**src/rtl/fan_adder_node.sv**
```systemverilog
// FAN reduction node: merges one left-half and one right-half partial sum with matching rows.
// Optional build macro FAN_ADD_SAT_EN selects signed saturating sub-word adds instead of wrapping.
module fan_adder_node #(
    parameter int NUM_IN      = 6,
    parameter int N_STACK     = 4,
    parameter int DW_DATA     = 32,
    parameter int DW_ROW      = 4,
    parameter int DW_CTRL     = 4,
    parameter int DW_LINE     = N_STACK*DW_DATA+DW_ROW+DW_CTRL,
    parameter int PIPE_STAGES = 1,
    parameter int CNT_W       = 16,
    parameter int SYMMETRY    = 0
) (
    input  logic                      clk,
    input  logic                      rst_n,
    input  logic                      in_valid,
    output logic                      in_ready,
    input  logic [NUM_IN*DW_LINE-1:0] in,
    output logic                      out_valid,
    input  logic                      out_ready,
    output logic [NUM_IN*DW_LINE-1:0] out,
    output logic [CNT_W-1:0]          merge_cnt,
    output logic                      err_multi
);
    localparam int          DW_D  = N_STACK * DW_DATA;
    localparam int          BW    = NUM_IN * DW_LINE;
    localparam int unsigned HALF  = NUM_IN / 2;
    localparam int unsigned OUT_L = HALF - 1;
    localparam int unsigned OUT_R = HALF;

    function automatic logic [DW_D-1:0] add_lanes(input logic [DW_D-1:0] a,
                                                  input logic [DW_D-1:0] b);
`ifdef FAN_ADD_SAT_EN
        logic [DW_DATA:0] s;
`endif
        add_lanes = '0;
        for (int unsigned k = 0; k < N_STACK; k++) begin
`ifdef FAN_ADD_SAT_EN
            // one guard bit: overflow when it disagrees with the sign bit
            s = {a[k*DW_DATA+DW_DATA-1], a[k*DW_DATA +: DW_DATA]}
              + {b[k*DW_DATA+DW_DATA-1], b[k*DW_DATA +: DW_DATA]};
            if (s[DW_DATA] != s[DW_DATA-1])
                add_lanes[k*DW_DATA +: DW_DATA] = s[DW_DATA] ? {1'b1, {(DW_DATA-1){1'b0}}}
                                                             : {1'b0, {(DW_DATA-1){1'b1}}};
            else
                add_lanes[k*DW_DATA +: DW_DATA] = s[DW_DATA-1:0];
`else
            add_lanes[k*DW_DATA +: DW_DATA] = a[k*DW_DATA +: DW_DATA] + b[k*DW_DATA +: DW_DATA];
`endif
        end
    endfunction

    function automatic logic [BW-1:0] place(input logic [BW-1:0]     bundle,
                                            input logic              merge,
                                            input logic              posr,
                                            input logic [3:0]        ctrl,
                                            input logic [DW_ROW-1:0] row,
                                            input logic [NUM_IN-1:0] cand,
                                            input logic [DW_D-1:0]   sum);
        place = bundle;
        if (merge) begin
            for (int unsigned i = 0; i < NUM_IN; i++) begin
                if (i == OUT_L || i == OUT_R)
                    place[i*DW_LINE +: DW_LINE] = ((i == OUT_R) == posr) ? {ctrl, row, sum} : '0;
                else if (cand[i] || !bundle[i*DW_LINE + DW_D + DW_ROW + 2])
                    place[i*DW_LINE +: DW_LINE] = '0;
            end
        end
    endfunction

    logic [NUM_IN-1:0]  d_cand;
    logic               d_merge, d_multi, d_posr;
    logic [3:0]         d_ctrl;
    logic [DW_ROW-1:0]  d_row, r_row;
    logic [DW_D-1:0]    d_opa, d_opb;
    logic [1:0]         d_lb, d_rb;
    logic [DW_CTRL-1:0] lane_ctrl;
    int unsigned        n_l, n_r;
    logic               accept;

    always_comb begin
        d_cand    = '0;
        n_l       = 0;
        n_r       = 0;
        d_opa     = '0;
        d_opb     = '0;
        d_row     = '0;
        r_row     = '0;
        d_lb      = '0;
        d_rb      = '0;
        lane_ctrl = '0;
        for (int unsigned i = 0; i < NUM_IN; i++) begin
            lane_ctrl = in[i*DW_LINE + DW_D + DW_ROW +: DW_CTRL];
            d_cand[i] = lane_ctrl[3] & ~lane_ctrl[2];
            if (d_cand[i]) begin
                if (i < HALF) begin
                    n_l   = n_l + 1;
                    d_opa = in[i*DW_LINE +: DW_D];
                    d_row = in[i*DW_LINE + DW_D +: DW_ROW];
                    d_lb  = lane_ctrl[1:0];
                end else begin
                    n_r   = n_r + 1;
                    d_opb = in[i*DW_LINE +: DW_D];
                    r_row = in[i*DW_LINE + DW_D +: DW_ROW];
                    d_rb  = lane_ctrl[1:0];
                end
            end
        end
        d_multi = (n_l > 1) || (n_r > 1);
        d_merge = (n_l == 1) && (n_r == 1) && (d_row == r_row);
        if (d_lb == 2'b01 && d_rb == 2'b10) begin
            d_ctrl = 4'b0111;
            d_posr = 1'b0;
        end else if (d_lb == 2'b01) begin
            d_ctrl = 4'b1001;
            d_posr = 1'b1;
        end else if (d_rb == 2'b10) begin
            d_ctrl = 4'b1010;
            d_posr = 1'b0;
        end else begin
            d_ctrl = 4'b1000;
            d_posr = (SYMMETRY == 1);
        end
    end

    assign accept = in_valid && in_ready;

    always_ff @(posedge clk or negedge rst_n) begin
        if (!rst_n) begin
            merge_cnt <= '0;
            err_multi <= 1'b0;
        end else if (accept) begin
            if (d_merge && merge_cnt != '1)
                merge_cnt <= merge_cnt + 1'b1;
            if (d_multi)
                err_multi <= 1'b1;
        end
    end

    generate
        if (PIPE_STAGES == 2) begin : g_pipe2
            logic              s1_valid, s2_valid, s1_merge, s1_posr, s2_en;
            logic [3:0]        s1_ctrl;
            logic [DW_ROW-1:0] s1_row;
            logic [NUM_IN-1:0] s1_cand;
            logic [DW_D-1:0]   s1_opa, s1_opb;
            logic [BW-1:0]     s1_bundle, s2_out;

            assign s2_en     = !s2_valid || out_ready;
            assign in_ready  = !s1_valid || s2_en;
            assign out_valid = s2_valid;
            assign out       = s2_out;

            always_ff @(posedge clk or negedge rst_n) begin
                if (!rst_n) begin
                    s1_valid  <= 1'b0;
                    s2_valid  <= 1'b0;
                    s1_merge  <= 1'b0;
                    s1_posr   <= 1'b0;
                    s1_ctrl   <= '0;
                    s1_row    <= '0;
                    s1_cand   <= '0;
                    s1_opa    <= '0;
                    s1_opb    <= '0;
                    s1_bundle <= '0;
                    s2_out    <= '0;
                end else begin
                    if (in_ready) begin
                        s1_valid <= in_valid;
                        if (in_valid) begin
                            s1_merge  <= d_merge;
                            s1_posr   <= d_posr;
                            s1_ctrl   <= d_ctrl;
                            s1_row    <= d_row;
                            s1_cand   <= d_cand;
                            s1_opa    <= d_opa;
                            s1_opb    <= d_opb;
                            s1_bundle <= in;
                        end
                    end
                    if (s2_en) begin
                        s2_valid <= s1_valid;
                        if (s1_valid)
                            s2_out <= place(s1_bundle, s1_merge, s1_posr, s1_ctrl, s1_row,
                                            s1_cand, add_lanes(s1_opa, s1_opb));
                    end
                end
            end
        end else begin : g_pipe1
            logic          s_valid;
            logic [BW-1:0] s_out;

            assign in_ready  = !s_valid || out_ready;
            assign out_valid = s_valid;
            assign out       = s_out;

            always_ff @(posedge clk or negedge rst_n) begin
                if (!rst_n) begin
                    s_valid <= 1'b0;
                    s_out   <= '0;
                end else if (in_ready) begin
                    s_valid <= in_valid;
                    if (in_valid)
                        s_out <= place(in, d_merge, d_posr, d_ctrl, d_row, d_cand,
                                       add_lanes(d_opa, d_opb));
                end
            end
        end
    endgenerate
endmodule

```
**config.mk**
```make
export PLATFORM = sky130hd
export DESIGN_NAME = fan_adder_node
export DESIGN_NICKNAME = d
export VERILOG_FILES = /design/src/rtl/fan_adder_node.sv
export SDC_FILE = /design/constraint.sdc
export NUM_CORES = 2
export LEC_CHECK = 0
export ABC_CLOCK_PERIOD_IN_PS = 4500
export CAP_MARGIN = 20
export CORE_AREA = 2 2 652 654
export DETAILED_ROUTE_END_ITERATION = 16
export DIE_AREA = 0 0 654 656
export PLACE_DENSITY = 0.3
export SETUP_SLACK_MARGIN = 0.15
export SLEW_MARGIN = 20
export SYNTH_ARGS = -nofsm -noshare
export SYNTH_HDL_FRONTEND = slang
export SYNTH_SLANG_ARGS = --single-unit
```
**constraint.sdc**
```tcl
create_clock -name clk -period 4.5 [get_ports clk]
set_clock_uncertainty 0.05 [all_clocks]
set_input_delay 0.45 -clock clk [delete_from_list [all_inputs] [get_ports clk]]
set_output_delay 0.45 -clock clk [all_outputs]
set_load 0.05 [all_outputs]
```
==> metrics.yaml <==
status: "complete, no violations"
synth-seq-cells: 834
yosysWarnings: 0
worstReg2RegStart: "out_valid"
cts_tree: "built"
drc: 0
die_x_um: 654
rr_endpoint: "out[200]"
regToRegSetupSlack_ns: 1.60
synth_edf_count: 0
vdd_drop_max_uv: 343
cts_buffer_depth: 4
synth_top_family_by_area: "compound AO/OA/AOI/OAI gates"
ys.flop_type: "dfrtp_1"
max_freq_mhz: 234
synthesis.nets: 5367
cp-start-kind: "input port"
final_util_pct: 18.5
synthAdderAreaFrac_pct: 4.01
ioPinCount: 1655
cts-htree-levels: 3
synth_cell_types: 77
io_buffers: 1654
p_leak_uw: 0.0326
cp.arrival_ns: 4.97
synth_cells: 4412
setup_violations: 0
min_from: "in[96]"
nets: 7598
slew_violations: 0
initial_core_util_pct: 10.3
grt_max_degree: 132
clock_sinks: 834
endpoint_kind: "register"
layout_common_cells: "clkdlybuf4s50_1 (1616), dfrtp_1 (834), buf_4 (773)"
drt_wl_total_um: 431000
syn2layout_area_growth_pct: 80.1
period_needed_ns: 4.27
place_area_um2: 72600
worstHoldEndpoint: "out[96]"
grt_pass1_wl_um: 550000
overflow: 0
syn_area_per_cell_um2: 9.81
hp-class: "input port to register"
ys_seq_area_share_pct: 48.2
synth_xor_area_share_pct: 2.37
first_iter_violations: 3721
die_y_um: 656
avgViaCountPerCell: 3.95
clkSlewWorstSetupHoldPaths_ns: 0.06
wl_per_cell_um: 34.6
drive_gt1_share_pct: 18.1
cp_data_required_time_ns: 5.21
holdPathStages: 2
first_pass_iters: 7
cap_violations: 0
crit_fanout: 10
dr_total_vias: 49200
worstRegToRegCells: 6
grt_usage_pct: 19.3
antenna_found_initial: 110
hpwl_um: 359000
core_um2: 422000
async_reset_ff_share_pct: 100
globalplace.congestion: 0.891
fin_area_um2: 78000
synth.mux.area_fraction_pct: 0.173
hold_ws_ns: 0.110
ant_nets: 0
post-route-period-util_pct: 94.8
synth_compound_area_share_pct: 29.0
rsz0062_at_grt: "yes"
power_density_nw_per_um2: 438
worstMarginPinSlew_ns: 1.16
synthesis.area_um2: 43300
rows: 239
slew_headroom_pct: 22.3
clockRootBuffer: "clkbuf_16"
setup_tns_ns: 0
yosys.area_share.simple_pct: 12.1
die_area_um2: 429000
final_common_cell: "clkdlybuf4s50_1"
clkLatencyLatePin_ns: 0.90
grt_pass1_vias: 50800
cts_buffers: 125
path_class: "input port to register"
finalHoldViolCount: 0
fillers: 46900
## critical path, cell delays in order
cell,delay (ns)
clkdlybuf4s50_1,0.50
nor2b_2,0.05
buf_4,0.14
inv_2,0.08
nor2_4,0.06
buf_12,0.15
buf_16,0.17
buf_12,0.16
a221oi_1,0.29
buf_4,0.21
nor2_1,0.04
ha_1,0.30
buf_4,0.13
o211ai_1,0.08
o21ai_0,0.17
buf_4,0.15
o211a_1,0.22
o21ai_0,0.11
buf_4,0.20
a21o_1,0.18
a21boi_1,0.18
buf_4,0.13
nor2_1,0.07
a221oi_2,0.47
buf_4,0.20
nor2_1,0.04
## cell type report
| class | instances | area (um2) | area share (%) |
|---|---|---|---|
| antenna | 27 | 67.6 | 0.0866 |
| clock buffer | 172 | 3670 | 4.70 |
| clock inverter | 55 | 687 | 0.881 |
| inverter | 70 | 290 | 0.372 |
| multi-input combinational | 3125 | 21400 | 27.5 |
| sequential | 834 | 20900 | 26.8 |
| tap | 5663 | 7090 | 9.09 |
| timing repair buffer | 2487 | 23900 | 30.6 |
## report_power, final
group | switching [uW] | internal (uW)
clock | 4520 | 6360
combinational | 9190 | 4870
sequential | 733 | 8520
## metal layers
metal  up-vias  share of wire (%)  global-route usage (%)
li1      21200                  -                       -
met2      1805                 50                    34.6
met5         -               0.10                       0
met1     25700                 40                    22.8
met3       411                6.5                    4.89
met4        72                3.0                    4.66
## cell usage after synthesis, drive strengths merged, types with 6 or more instances
master	instances	area share [%]
a2111oi	6	0.15
a211oi	18	0.31
a21boi	8	0.14
a21o	82	1.4
a21oi	166	1.9
a221o	33	0.76
a221oi	294	5.9
a222oi	16	0.37
a22o	544	11
a22oi	95	1.6
a2bb2oi	11	0.22
a31o	6	0.12
a31oi	26	0.38
and2	10	0.14
and3	44	0.64
buf	78	0.86
clkbuf	305	2.6
dfrtp	834	48
fa	6	0.28
ha	129	3.7
inv	70	0.61
nand2	247	2.1
nand2b	32	0.48
nand3	70	0.81
nand3b	6	0.10
nand4	18	0.26
nor2	706	6.1
nor2b	11	0.16
nor3	53	0.62
nor3b	7	0.12
o211ai	29	0.50
o21a	16	0.28
o21ai	213	2.5
o21bai	12	0.21
o31ai	14	0.24
or3	6	0.087
xnor2	66	1.3
xor2	51	1.0
## stage by stage
step / cells / total power [uW] / setup slack (ns)
6_report: 12400 / 34200 / 0.235
5_1_grt: 12400 / 35600 / 0.114
4_1_cts: 12400 / 34800 / 0.0766
3_5_place_dp: 12200 / 23500 / -1.56
3_3_place_gp: 12200 / 23500 / -1.49
2_1_floorplan: 4412 / 15800 / 0.173
## state kept, by name, summed over array words and instances, names as in the netlist
| register | flops |
|---|---|
| merge_cnt | 16 |
| out | 816 |
| out_valid | 1 |
| err_multi | 1 |
## kinds of logic (layout without fill, tap and decap cells)
kind of cell             count (synthesis)  count (layout)
multiplexers                             7               7
buffers and inverters                  453            2784
flip-flops                             834             834
adder cells (fa/ha/maj)                135             135
other                                    0              27
AND/OR/NAND/NOR                       1233            1233
AO/OA/AOI/OAI                         1633            1633
XOR/XNOR                               117             117
## worst max path at each step
stage / from / end / slack (ns) / cells past startpoint
3_3_place_gp: in[135] / out[391] / -1.49 / 22
5_1_grt: in[270] / out[489] / 0.11 / 22
3_5_place_dp: in[135] / out[361] / -1.56 / 20
6_report: in[134] / out[295] / 0.23 / 26
2_1_floorplan: in[678] / out[363] / 0.17 / 19
4_1_cts: in[135] / out[391] / 0.08 / 23
## what timing repair did
action                                  CTS  global route
cloned                                    0             1
resized for setup                        51            84
hold buffers                              4             2
setup buffers                             9             3
endpoints found under the setup margin   77           120
hold endpoints to repair                 37             2
pin swaps                                12            27
No activity file was read; power rests on OpenSTA's default activity.
